--- src/rtl/frame_strobe_col_gen.sv ---
// frame_strobe_col_gen
// Column-base FrameStrobe generator. This is the originating end of one
// column's FrameStrobe chain. It takes frame write requests from the
// configuration controller and, when the column address matches ColId,
// drives a one-hot strobe into the bottom tile. The strobe has a
// programmable setup time and width, so FrameData is stable around it.
//
// Optional feature: define FRAME_STROBE_BCAST_EN so that the all-ones
// column address matches every instance (broadcast). ColId must not be
// all-ones when this is enabled. Without the macro, all-ones is an
// ordinary column address.
module frame_strobe_col_gen #(
    parameter int MaxFramesPerCol = 36,
    parameter int FrameIdxWidth   = 6,
    parameter int ColSelWidth     = 5,
    parameter int ColId           = 0,
    parameter int SetupCycles     = 1,
    parameter int StrobeCycles    = 1
) (
    input  logic                       CLK,
    input  logic                       RST,
    input  logic                       Req,
    input  logic [ColSelWidth-1:0]     ReqCol,
    input  logic [FrameIdxWidth-1:0]   ReqFrame,
    output logic                       Ready,
    input  logic                       Abort,
    output logic [MaxFramesPerCol-1:0] FrameStrobe_O,
    output logic                       Busy,
    output logic                       ErrRange,
    output logic [15:0]                StrobeCount
);

    // The shared down-counter must hold the setup load (which includes
    // the capture cycle) and the strobe-width load.
    localparam int CntMax   = (SetupCycles > StrobeCycles) ? SetupCycles : StrobeCycles;
    localparam int CntWidth = $clog2(CntMax + 1);

    localparam logic [FrameIdxWidth:0]   FrameLimit = (FrameIdxWidth + 1)'(MaxFramesPerCol);
    localparam logic [ColSelWidth-1:0]   OwnCol     = ColSelWidth'(ColId);
    localparam logic [MaxFramesPerCol-1:0] StrobeLsb = MaxFramesPerCol'(1);

    typedef enum logic [1:0] {
        IDLE,
        SETUP,
        STROBE,
        GUARD
    } state_t;

    state_t                     state;
    logic [CntWidth-1:0]        cnt;
    logic [FrameIdxWidth-1:0]   frame_q;
    logic                       accept;
    logic                       col_match;
    logic                       frame_ok;

    assign Ready    = (state == IDLE) & ~RST;
    assign Busy     = (state != IDLE);
    assign accept   = Req & Ready;
    assign frame_ok = ({1'b0, ReqFrame} < FrameLimit);

`ifdef FRAME_STROBE_BCAST_EN
    assign col_match = (ReqCol == OwnCol) | (ReqCol == {ColSelWidth{1'b1}});
`else
    assign col_match = (ReqCol == OwnCol);
`endif

    // Request FSM with a registered strobe, range-error pulse and strobe counter.
    // The setup count is loaded one higher than SetupCycles-1 because the cycle
    // after accept is spent with the request sitting in the capture register.
    // That places the strobe SetupCycles+1 edges after accept.
    always_ff @(posedge CLK) begin
        if (RST) begin
            state         <= IDLE;
            cnt           <= '0;
            frame_q       <= '0;
            FrameStrobe_O <= '0;
            ErrRange      <= 1'b0;
            StrobeCount   <= '0;
        end else begin
            ErrRange <= 1'b0;
            case (state)
                IDLE: begin
                    if (accept) begin
                        frame_q <= ReqFrame;
                        if (col_match) begin
                            if (frame_ok) begin
                                state <= SETUP;
                                cnt   <= CntWidth'(SetupCycles);
                            end else begin
                                ErrRange <= 1'b1;
                            end
                        end
                    end
                end
                SETUP: begin
                    if (Abort) begin
                        state <= IDLE;
                        cnt   <= '0;
                    end else if (cnt == '0) begin
                        state         <= STROBE;
                        FrameStrobe_O <= StrobeLsb << frame_q;
                        cnt           <= CntWidth'(StrobeCycles - 1);
                    end else begin
                        cnt <= cnt - 1'b1;
                    end
                end
                STROBE: begin
                    if (cnt == '0) begin
                        state         <= GUARD;
                        FrameStrobe_O <= '0;
                        StrobeCount   <= StrobeCount + 16'd1;
                    end else begin
                        cnt <= cnt - 1'b1;
                    end
                end
                GUARD: begin
                    state <= IDLE;
                end
                default: begin
                    state         <= IDLE;
                    FrameStrobe_O <= '0;
                end
            endcase
        end
    end

endmodule

--- config.mk ---
export PLATFORM = sky130hd
export DESIGN_NAME = frame_strobe_col_gen
export DESIGN_NICKNAME = d
export VERILOG_FILES = /design/src/rtl/frame_strobe_col_gen.sv
export SDC_FILE = /design/constraint.sdc
export NUM_CORES = 1
export LEC_CHECK = 0
export ABC_AREA = 1
export CAP_MARGIN = 20
export CELL_PAD_IN_SITES_DETAIL_PLACEMENT = 1
export CELL_PAD_IN_SITES_GLOBAL_PLACEMENT = 2
export CORE_ASPECT_RATIO = 2
export CORE_MARGIN = 2
export CORE_UTILIZATION = 27
export CTS_BUF_LIST = sky130_fd_sc_hd__clkbuf_4
export CTS_CLUSTER_DIAMETER = 200
export CTS_CLUSTER_SIZE = 25
export DETAILED_ROUTE_END_ITERATION = 7
export PLACE_DENSITY = 0.77
export SLEW_MARGIN = 20
export SYNTH_ARGS = -nofsm -noshare
export SYNTH_HDL_FRONTEND = slang
export SYNTH_SLANG_ARGS = --single-unit
--- constraint.sdc ---
create_clock -name CLK -period 2.3 [get_ports CLK]
set_input_delay 0.345 -clock CLK [delete_from_list [all_inputs] [get_ports CLK]]
set_output_delay 0.345 -clock CLK [all_outputs]
set_load 0.05 [all_outputs]
==> impl_summary.txt, run 1 <==
----------------------------------------------------
[Yosys]
  Proportion of synthesized flip-flops having asynchronous set or reset ... 0%
  Share of the synthesized area in the top cell type ... around 46%
  Number of distinct library cell variants in the gate-level netlist after synthesis ... 23
  Most area-consuming cells after synthesis ... sky130_fd_sc_hd__dfxtp_1, sky130_fd_sc_hd__nand2_1, sky130_fd_sc_hd__a21oi_1
  Proportion of synthesized chip area in sequential cells ... a little under half
  Cell count after synthesis ... around 380
  Post-synth EDFFs ... 0
  Nets in the synthesized netlist ... between 300 and 400
  Syn Std Cell Area ... 0.00270 mm^2
  Synthesized flop and latch total ... 62
  Top cell type by total area after synthesis ... sky130_fd_sc_hd__dfxtp_1
  Synth Flop Type ... sky130_fd_sc_hd__dfxtp_1
  Count leader, synth ... sky130_fd_sc_hd__nand2_1
  Ys Warns ... 0
  Average instance area after synthesis ... 7.17 um^2
  Most frequent cells after synthesis ... sky130_fd_sc_hd__nand2_1, sky130_fd_sc_hd__dfxtp_1, sky130_fd_sc_hd__a21oi_1

[Die]
  Standard cell core area ... ~0.0098 mm^2
  I/O pin total ... 70
  Die area ... 0.0109 mm^2
  Die Height ... approximately 150 um
  Width of the die ... around 75 um
  Number of rows in the core area ... 51
  Starting density of the core ... between 20 and 30%

[Clocking]
  H-tree lvl count ... 3
  Number of CTS-inserted buffers ... 9
  Number of setup buffers added after CTS ... 0
  Maximum clock path buffer count ... 2
  Hold Buf Count CTS ... 0
  Root cell of the clock tree ... sky130_fd_sc_hd__clkbuf_4
  Source-to-sink clock delay at the later pin of the worst-skew pair ... between 0.4 and 0.5 ns
  TritonCTS clock tree ... built
  Clock edge transition at the registers on the reported setup and hold paths ... between 0.1 and 0.15 ns
  Post-cts repair resize count ... 0
  Clock sink count ... 62

[Setup path]
  Critical path type ... reg -> out
  Critical-path cell list ... clkdlybuf4s50_1
  Top cell family by delay on the critical path ... buffers and inverters
  Maximum net fanout on the critical path ... 6
  Longest individual stage delay on the worst path ... 0.85 ns
  Data arrival, critical path ... approximately 1.7 ns
  Crit path buf inv count ... 1
  Worst setup SP type ... register
  Internal reg-to-reg setup slack ... 0.37 ns
  Cell at the slowest stage of the critical path ... sky130_fd_sc_hd__clkdlybuf4s50_1
  WP data required ... ~2 ns
  Kind of end point of the critical path ... output pin

[STA]
  Final-report setup violation count ... 0
  Tcrit/Tclk final ... ~90%
  Highest clock rate ... 483 MHz
  Actual slew at the worst max-slew pin ... about 0.71 ns
  Max-slew violations ... 0
  Final min period ... 2.07 ns
  Worst clock skew ... ~0.014 ns
  Worst slew slack as a fraction of its limit ... 52.1%
  Final total negative setup slack ... 0 ns
  Hold violation total from the final report ... 0
  RSZ-0062 raised after global routing ... no
  Worst path setup slack after routing ... approximately 0.23 ns

[Global routing]
  Number of global-route vias before repair ... 2781
  Combined global-route utilization of all metal layers ... about 17%
  Global-route wire length before repair ... between 10 and 15 mm
  Grt total ovfl ... 0
  Antenna violations before repair ... 1
  Met1 routing resource usage after global routing ... roughly 15%
  Peak-usage layer in the global routing report ... met2
  Met3 track utilization from global routing ... about 3.4%
  Global-route track usage on met2 ... 33.3%
  Maximum number of pins on one net before global-route repair ... between 40 and 50

[Route]
  Vias per inst ... roughly 4.7
  Post-detailed-route DRC marker count ... 0
  Wire per inst ... between 10 and 15 um
  Number of routed nets with antenna violations ... 0
  Starting DRC count in detailed routing ... ~110
  Detailed-route via count ... 2726
  First-pass DRT Iterations ... 4
  Total detailed-routing wirelength ... about 8.5 mm

[Job]
  Max Cap Viol ... 0

[Final layout]
  Area grow syn2layout ... 36.8%
  Layout net count ... 463
  Fraction of final layout cells with drive strength greater than 1 ... under 10%

[Min path]
  Worst min path class ... reg -> reg

[Placed design]
  Setup slack at placement ... about 0.31 ns
  Detail Placement HPWL ... ~6.6 mm
  Number of I/O port buffers ... 69
  Weighted congestion reported at the end of routability-driven placement ... between 0.8 and 0.9

[Power]
  Total leakage power ... roughly 1.3 nW
  Worst vdd ir ... roughly 0.00025 V
  Power per standard cell area ... approximately 560 mW/mm^2

[Outcome]
  Run status ... finished clean

----------------------------------------------------
cells in the final DEF, fill, tap and decap left out:
master	instances
sky130_fd_sc_hd__nand2_1	82
sky130_fd_sc_hd__clkdlybuf4s50_1	67
sky130_fd_sc_hd__dfxtp_1	62
sky130_fd_sc_hd__a21oi_1	51
sky130_fd_sc_hd__nand3_1	42
sky130_fd_sc_hd__nor2_1	40
sky130_fd_sc_hd__inv_1	33
sky130_fd_sc_hd__o21ai_0	14
sky130_fd_sc_hd__clkbuf_4	11
sky130_fd_sc_hd__nor3_1	6
sky130_fd_sc_hd__ha_1	6
sky130_fd_sc_hd__nand4_1	4
sky130_fd_sc_hd__buf_4	4
sky130_fd_sc_hd__nor2_2	3
sky130_fd_sc_hd__nor4_1	3
sky130_fd_sc_hd__nand3b_1	3
sky130_fd_sc_hd__buf_12	3
sky130_fd_sc_hd__xor2_1	2
sky130_fd_sc_hd__bufinv_16	2
sky130_fd_sc_hd__clkinv_2	2
sky130_fd_sc_hd__diode_2	1
sky130_fd_sc_hd__inv_2	1
sky130_fd_sc_hd__nor3_4	1
sky130_fd_sc_hd__nor3_2	1
sky130_fd_sc_hd__o21ai_1	1
sky130_fd_sc_hd__a31oi_1	1
sky130_fd_sc_hd__nor3b_1	1
sky130_fd_sc_hd__clkinv_1	1
cell type report:
class	instances	area (um^2)
clock buffer	11	82.6
inverter	34	128
multi-input combinational	261	1250
clock inverter	5	73.8
timing repair buffer	74	761
fill	1229	6060
sequential	62	1240
antenna	1	2.50
tap	132	165
metrics by stage:
stage               total power [W]  cell area (um^2)  utilization, %  instances  hold slack [ns]
floorplan                   0.00119              2710               -        377            0.470
global placement            0.00124              3540            36.3        563            0.454
detailed placement          0.00125              3540            36.3        563            0.456
CTS                         0.00212              3700            37.9        579            0.472
global route                0.00218              3700            37.9        580            0.486
finish                      0.00209              3700            37.9        580            0.468
routing by layer:
layer | up-vias | share of wire, %
li1 | 1357 | -
met1 | 1299 | 33
met2 | 50 | 61
met3 | 20 | 2.6
met4 | 0 | 3.5
met5 | - | 0
final timing paths:
kind | from | end | depth (start not counted)
setup / recovery | StrobeCount[4] | StrobeCount[4] | 1
hold / removal | FrameStrobe_O[25] | FrameStrobe_O[25] | 2
setup reg to reg | state[0] | FrameStrobe_O[32] | 9
hold reg to reg | FrameStrobe_O[25] | FrameStrobe_O[25] | 2
flip-flops by register name, summed over array words and instances, names as in the netlist, named ones only:
| signal | cells |
|---|---|
| cnt | 1 |
| FrameStrobe_O | 36 |
| StrobeCount | 16 |
| frame_q | 6 |
| ErrRange | 1 |
| state | 1 |
power by group:
part | internal [W] | switching, W
Clock | 0.000459 | 0.000409
Sequential | 0.00108 | 0.0000171
Combinational | 0.0000464 | 0.0000768
Total | 0.00159 | 0.000503
cell families (layout without fill, tap and decap cells):
logic type / Yosys count / count (layout) / synth area share, %
AND/OR/NAND/NOR: 186 / 186 / 30.1
AO/OA/AOI/OAI: 67 / 67 / 12.4
flip-flops: 62 / 62 / 45.9
buffers and inverters: 54 / 124 / 8.10
adder cells (fa/ha/maj): 6 / 6 / 2.78
XOR/XNOR: 2 / 2 / 0.648
other: 0 / 1 / 0
(Power assumes the default switching activity.)
==> run 2, diff against run 1 <==
- PLACE_DENSITY: 0.77 -> 0.8
==> impl_summary.txt, run 2 (synthesis results as in run 1) <==
----------------------------------------------------
[Setup path]
  Critical-path cell list ... clkdlybuf4s50_1 (unchanged)
  Cell at the slowest stage of the critical path ... sky130_fd_sc_hd__clkdlybuf4s50_1 (unchanged)
  Data arrival, critical path ... 1.70 ns (was 1.72 ns)
  Top cell family by delay on the critical path ... buffers and inverters (unchanged)
  Source of the worst register-to-register timing path ... state[0] (unchanged)
  Cell depth of the worst flop-to-flop path ... 9 (unchanged)
  Maximum net fanout on the critical path ... 6 (unchanged)
  Crit path buf inv count ... 1 (unchanged)
  Longest individual stage delay on the worst path ... 0.85 ns (about the same)
  Internal reg-to-reg setup slack ... 0.38 ns (was 0.37 ns)
  WP data required ... 1.96 ns (about the same)
  Critical path type ... reg -> out (unchanged)
  Kind of end point of the critical path ... output pin (unchanged)
  Capturing point of the worst reg2reg path ... FrameStrobe_O[7] (was FrameStrobe_O[32])
  Worst setup SP type ... register (unchanged)

[Die]
  I/O pin total ... 70 (unchanged)
  Number of rows in the core area ... 51 (unchanged)
  Starting density of the core ... 27.7% (unchanged)
  Width of the die ... 74.8 um (unchanged)
  Die area ... 0.0109 mm^2 (unchanged)
  Die Height ... 146 um (unchanged)
  Standard cell core area ... 0.00976 mm^2 (unchanged)

[Placed design]
  Placed cell count ... 564 (was 563)
  Weighted congestion reported at the end of routability-driven placement ... 0.844 (was 0.800)
  Detail Placement HPWL ... 6.66 mm (was 6.63 mm)
  Number of I/O port buffers ... 69 (unchanged)

[Global routing]
  Met3 track utilization from global routing ... 3.53% (was 3.39%)
  Grt total ovfl ... 0 (unchanged)
  Maximum number of pins on one net before global-route repair ... 38 (was 41)
  Peak-usage layer in the global routing report ... met2 (unchanged)
  Number of global-route vias before repair ... 2896 (was 2781)
  Antenna violations before repair ... 1 (unchanged)
  Met1 routing resource usage after global routing ... 15.5% (was 14.8%)
  Global-route wire length before repair ... 14.0 mm (was 13.6 mm)
  Global-route track usage on met2 ... 33.0% (was 33.3%)
  Combined global-route utilization of all metal layers ... 17.0% (was 16.8%)

[Outcome]
  Run status ... finished clean (unchanged)

[STA]
  Final min period ... 2.05 ns (was 2.07 ns)
  Hold slack final ... 0.469 ns (was 0.468 ns)
  Final-report setup violation count ... 0 (unchanged)
  Actual slew at the worst max-slew pin ... 0.725 ns (was 0.711 ns)
  Hold violation total from the final report ... 0 (unchanged)
  Highest clock rate ... 489 MHz (was 483 MHz)
  Tcrit/Tclk final ... 88.9% (was 90.0%)
  Final total negative setup slack ... 0 ns (unchanged)
  Worst clock skew ... 0.00621 ns (was 0.0139 ns)
  Worst slew slack as a fraction of its limit ... 51.2% (was 52.1%)
  Max-slew violations ... 0 (unchanged)
  RSZ-0062 raised after global routing ... no (unchanged)

[Route]
  First-pass DRT Iterations ... 4 (unchanged)
  Vias per inst ... 4.67 (was 4.70)
  Starting DRC count in detailed routing ... 106 (unchanged)
  Detailed-route via count ... 2715 (was 2726)
  Number of routed nets with antenna violations ... 0 (unchanged)
  Total detailed-routing wirelength ... 8.49 mm (was 8.55 mm)
  Wire per inst ... 14.6 um (was 14.7 um)
  Post-detailed-route DRC marker count ... 0 (unchanged)

[Clocking]
  Hold Buf Count CTS ... 0 (unchanged)
  Maximum clock path buffer count ... 2 (unchanged)
  Clock sink count ... 62 (unchanged)
  Post-cts repair resize count ... 0 (unchanged)
  Root cell of the clock tree ... sky130_fd_sc_hd__clkbuf_4 (unchanged)
  TritonCTS clock tree ... built (unchanged)
  Number of CTS-inserted buffers ... 9 (unchanged)
  Number of setup buffers added after CTS ... 0 (unchanged)
  Clock edge transition at the registers on the reported setup and hold paths ... 0.10 ns (was 0.11 ns)
  Source-to-sink clock delay at the later pin of the worst-skew pair ... 0.41 ns (was 0.42 ns)
  H-tree lvl count ... 3 (unchanged)

[Min path]
  Hold path cells ... 2 (unchanged)
  Worst min path class ... reg -> reg (unchanged)
  Hold path start ... FrameStrobe_O[4] (was FrameStrobe_O[25])
  End point of the most critical hold path ... FrameStrobe_O[4] (was FrameStrobe_O[25])

[Final layout]
  Layout Cells excl Fill ... 581 (was 580)
  Filler Cell Count ... 1237 (was 1229)
  Number of flip-flops in the largest register ... 36 (unchanged)
  Most frequent cells in the layout ... sky130_fd_sc_hd__nand2_1, sky130_fd_sc_hd__clkdlybuf4s50_1, sky130_fd_sc_hd__dfxtp_1, sky130_fd_sc_hd__a21oi_1, sky130_fd_sc_hd__nand3_1 (unchanged)
  Largest register by flop count ... FrameStrobe_O (unchanged)
  Area grow syn2layout ... 36.0% (was 36.8%)
  Layout net count ... 464 (was 463)
  Fraction of final layout cells with drive strength greater than 1 ... 6.03% (was 6.26%)
  Largest registers ... FrameStrobe_O x36, StrobeCount x16, frame_q x6 (unchanged)
  Most common cell after layout, fill and taps aside ... sky130_fd_sc_hd__nand2_1 (unchanged)

[Power]
  Power per standard cell area ... 561 mW/mm^2 (was 565 mW/mm^2)
  Total leakage power ... 1.29 nW (was 1.30 nW)
  Worst vdd ir ... 0.000253 V (was 0.000254 V)
  Sum of internal, switching and leakage power ... 0.00206 W (was 0.00209 W)

[Job]
  Max Cap Viol ... 0 (unchanged)

----------------------------------------------------
[run 2: cell types whose count changed in the layout (fill, tap and decap cells not counted)]
cell	change
sky130_fd_sc_hd__buf_4	+3
sky130_fd_sc_hd__buf_12	-2
sky130_fd_sc_hd__clkinv_1	+2
sky130_fd_sc_hd__clkbuf_4	-1
sky130_fd_sc_hd__clkinv_2	-1
[run 2: stage by stage]
| stage | area, um^2 | setup WS [ns] | util [%] |
|---|---|---|---|
| after global routing | 3680 | 0.119 | 37.7 |
| final | 3680 | 0.254 | 37.7 |
| after detailed placement | 3520 | 0.322 | 36.1 |
| after CTS | 3670 | 0.187 | 37.6 |
| after floorplan | 2710 | 0.128 | - |
| after global placement | 3520 | 0.346 | 36.1 |
[run 2: how the worst max path moves through the flow]
stage	cells after the start	slack, ns	start	to
after floorplan	11	0.13	state[0]	register
after global placement	9	0.35	Abort	FrameStrobe_O[32]
after detailed placement	9	0.32	Abort	FrameStrobe_O[32]
after CTS	1	0.19	StrobeCount[4]	StrobeCount[4]
after global routing	9	0.12	state[0]	FrameStrobe_O[34]
final	1	0.25	StrobeCount[4]	StrobeCount[4]
[run 2: where the power goes]
group	total (W)	internal [W]	switching, W
clock network	0.000842	0.000441	0.000401
logic	0.000127	0.0000472	0.0000798
registers	0.00109	0.00108	0.0000131
[run 2: layout make-up]
type | instances | area, um^2 | share of cell area [%]
antenna | 1 | 2.50 | 0.0681
tap | 132 | 165 | 4.49
multi-input combinational | 261 | 1250 | 33.9
clock inverter | 6 | 76.3 | 2.08
timing repair buffer | 75 | 743 | 20.2
clock buffer | 10 | 75.1 | 2.04
inverter | 34 | 128 | 3.47
sequential | 62 | 1240 | 33.8
[run 2: layer usage]
layer	vias to the layer above	routed length, um
li1	1368	-
met1	1280	2870
met2	50	5120
met3	17	202
met4	0	294
met5	-	0
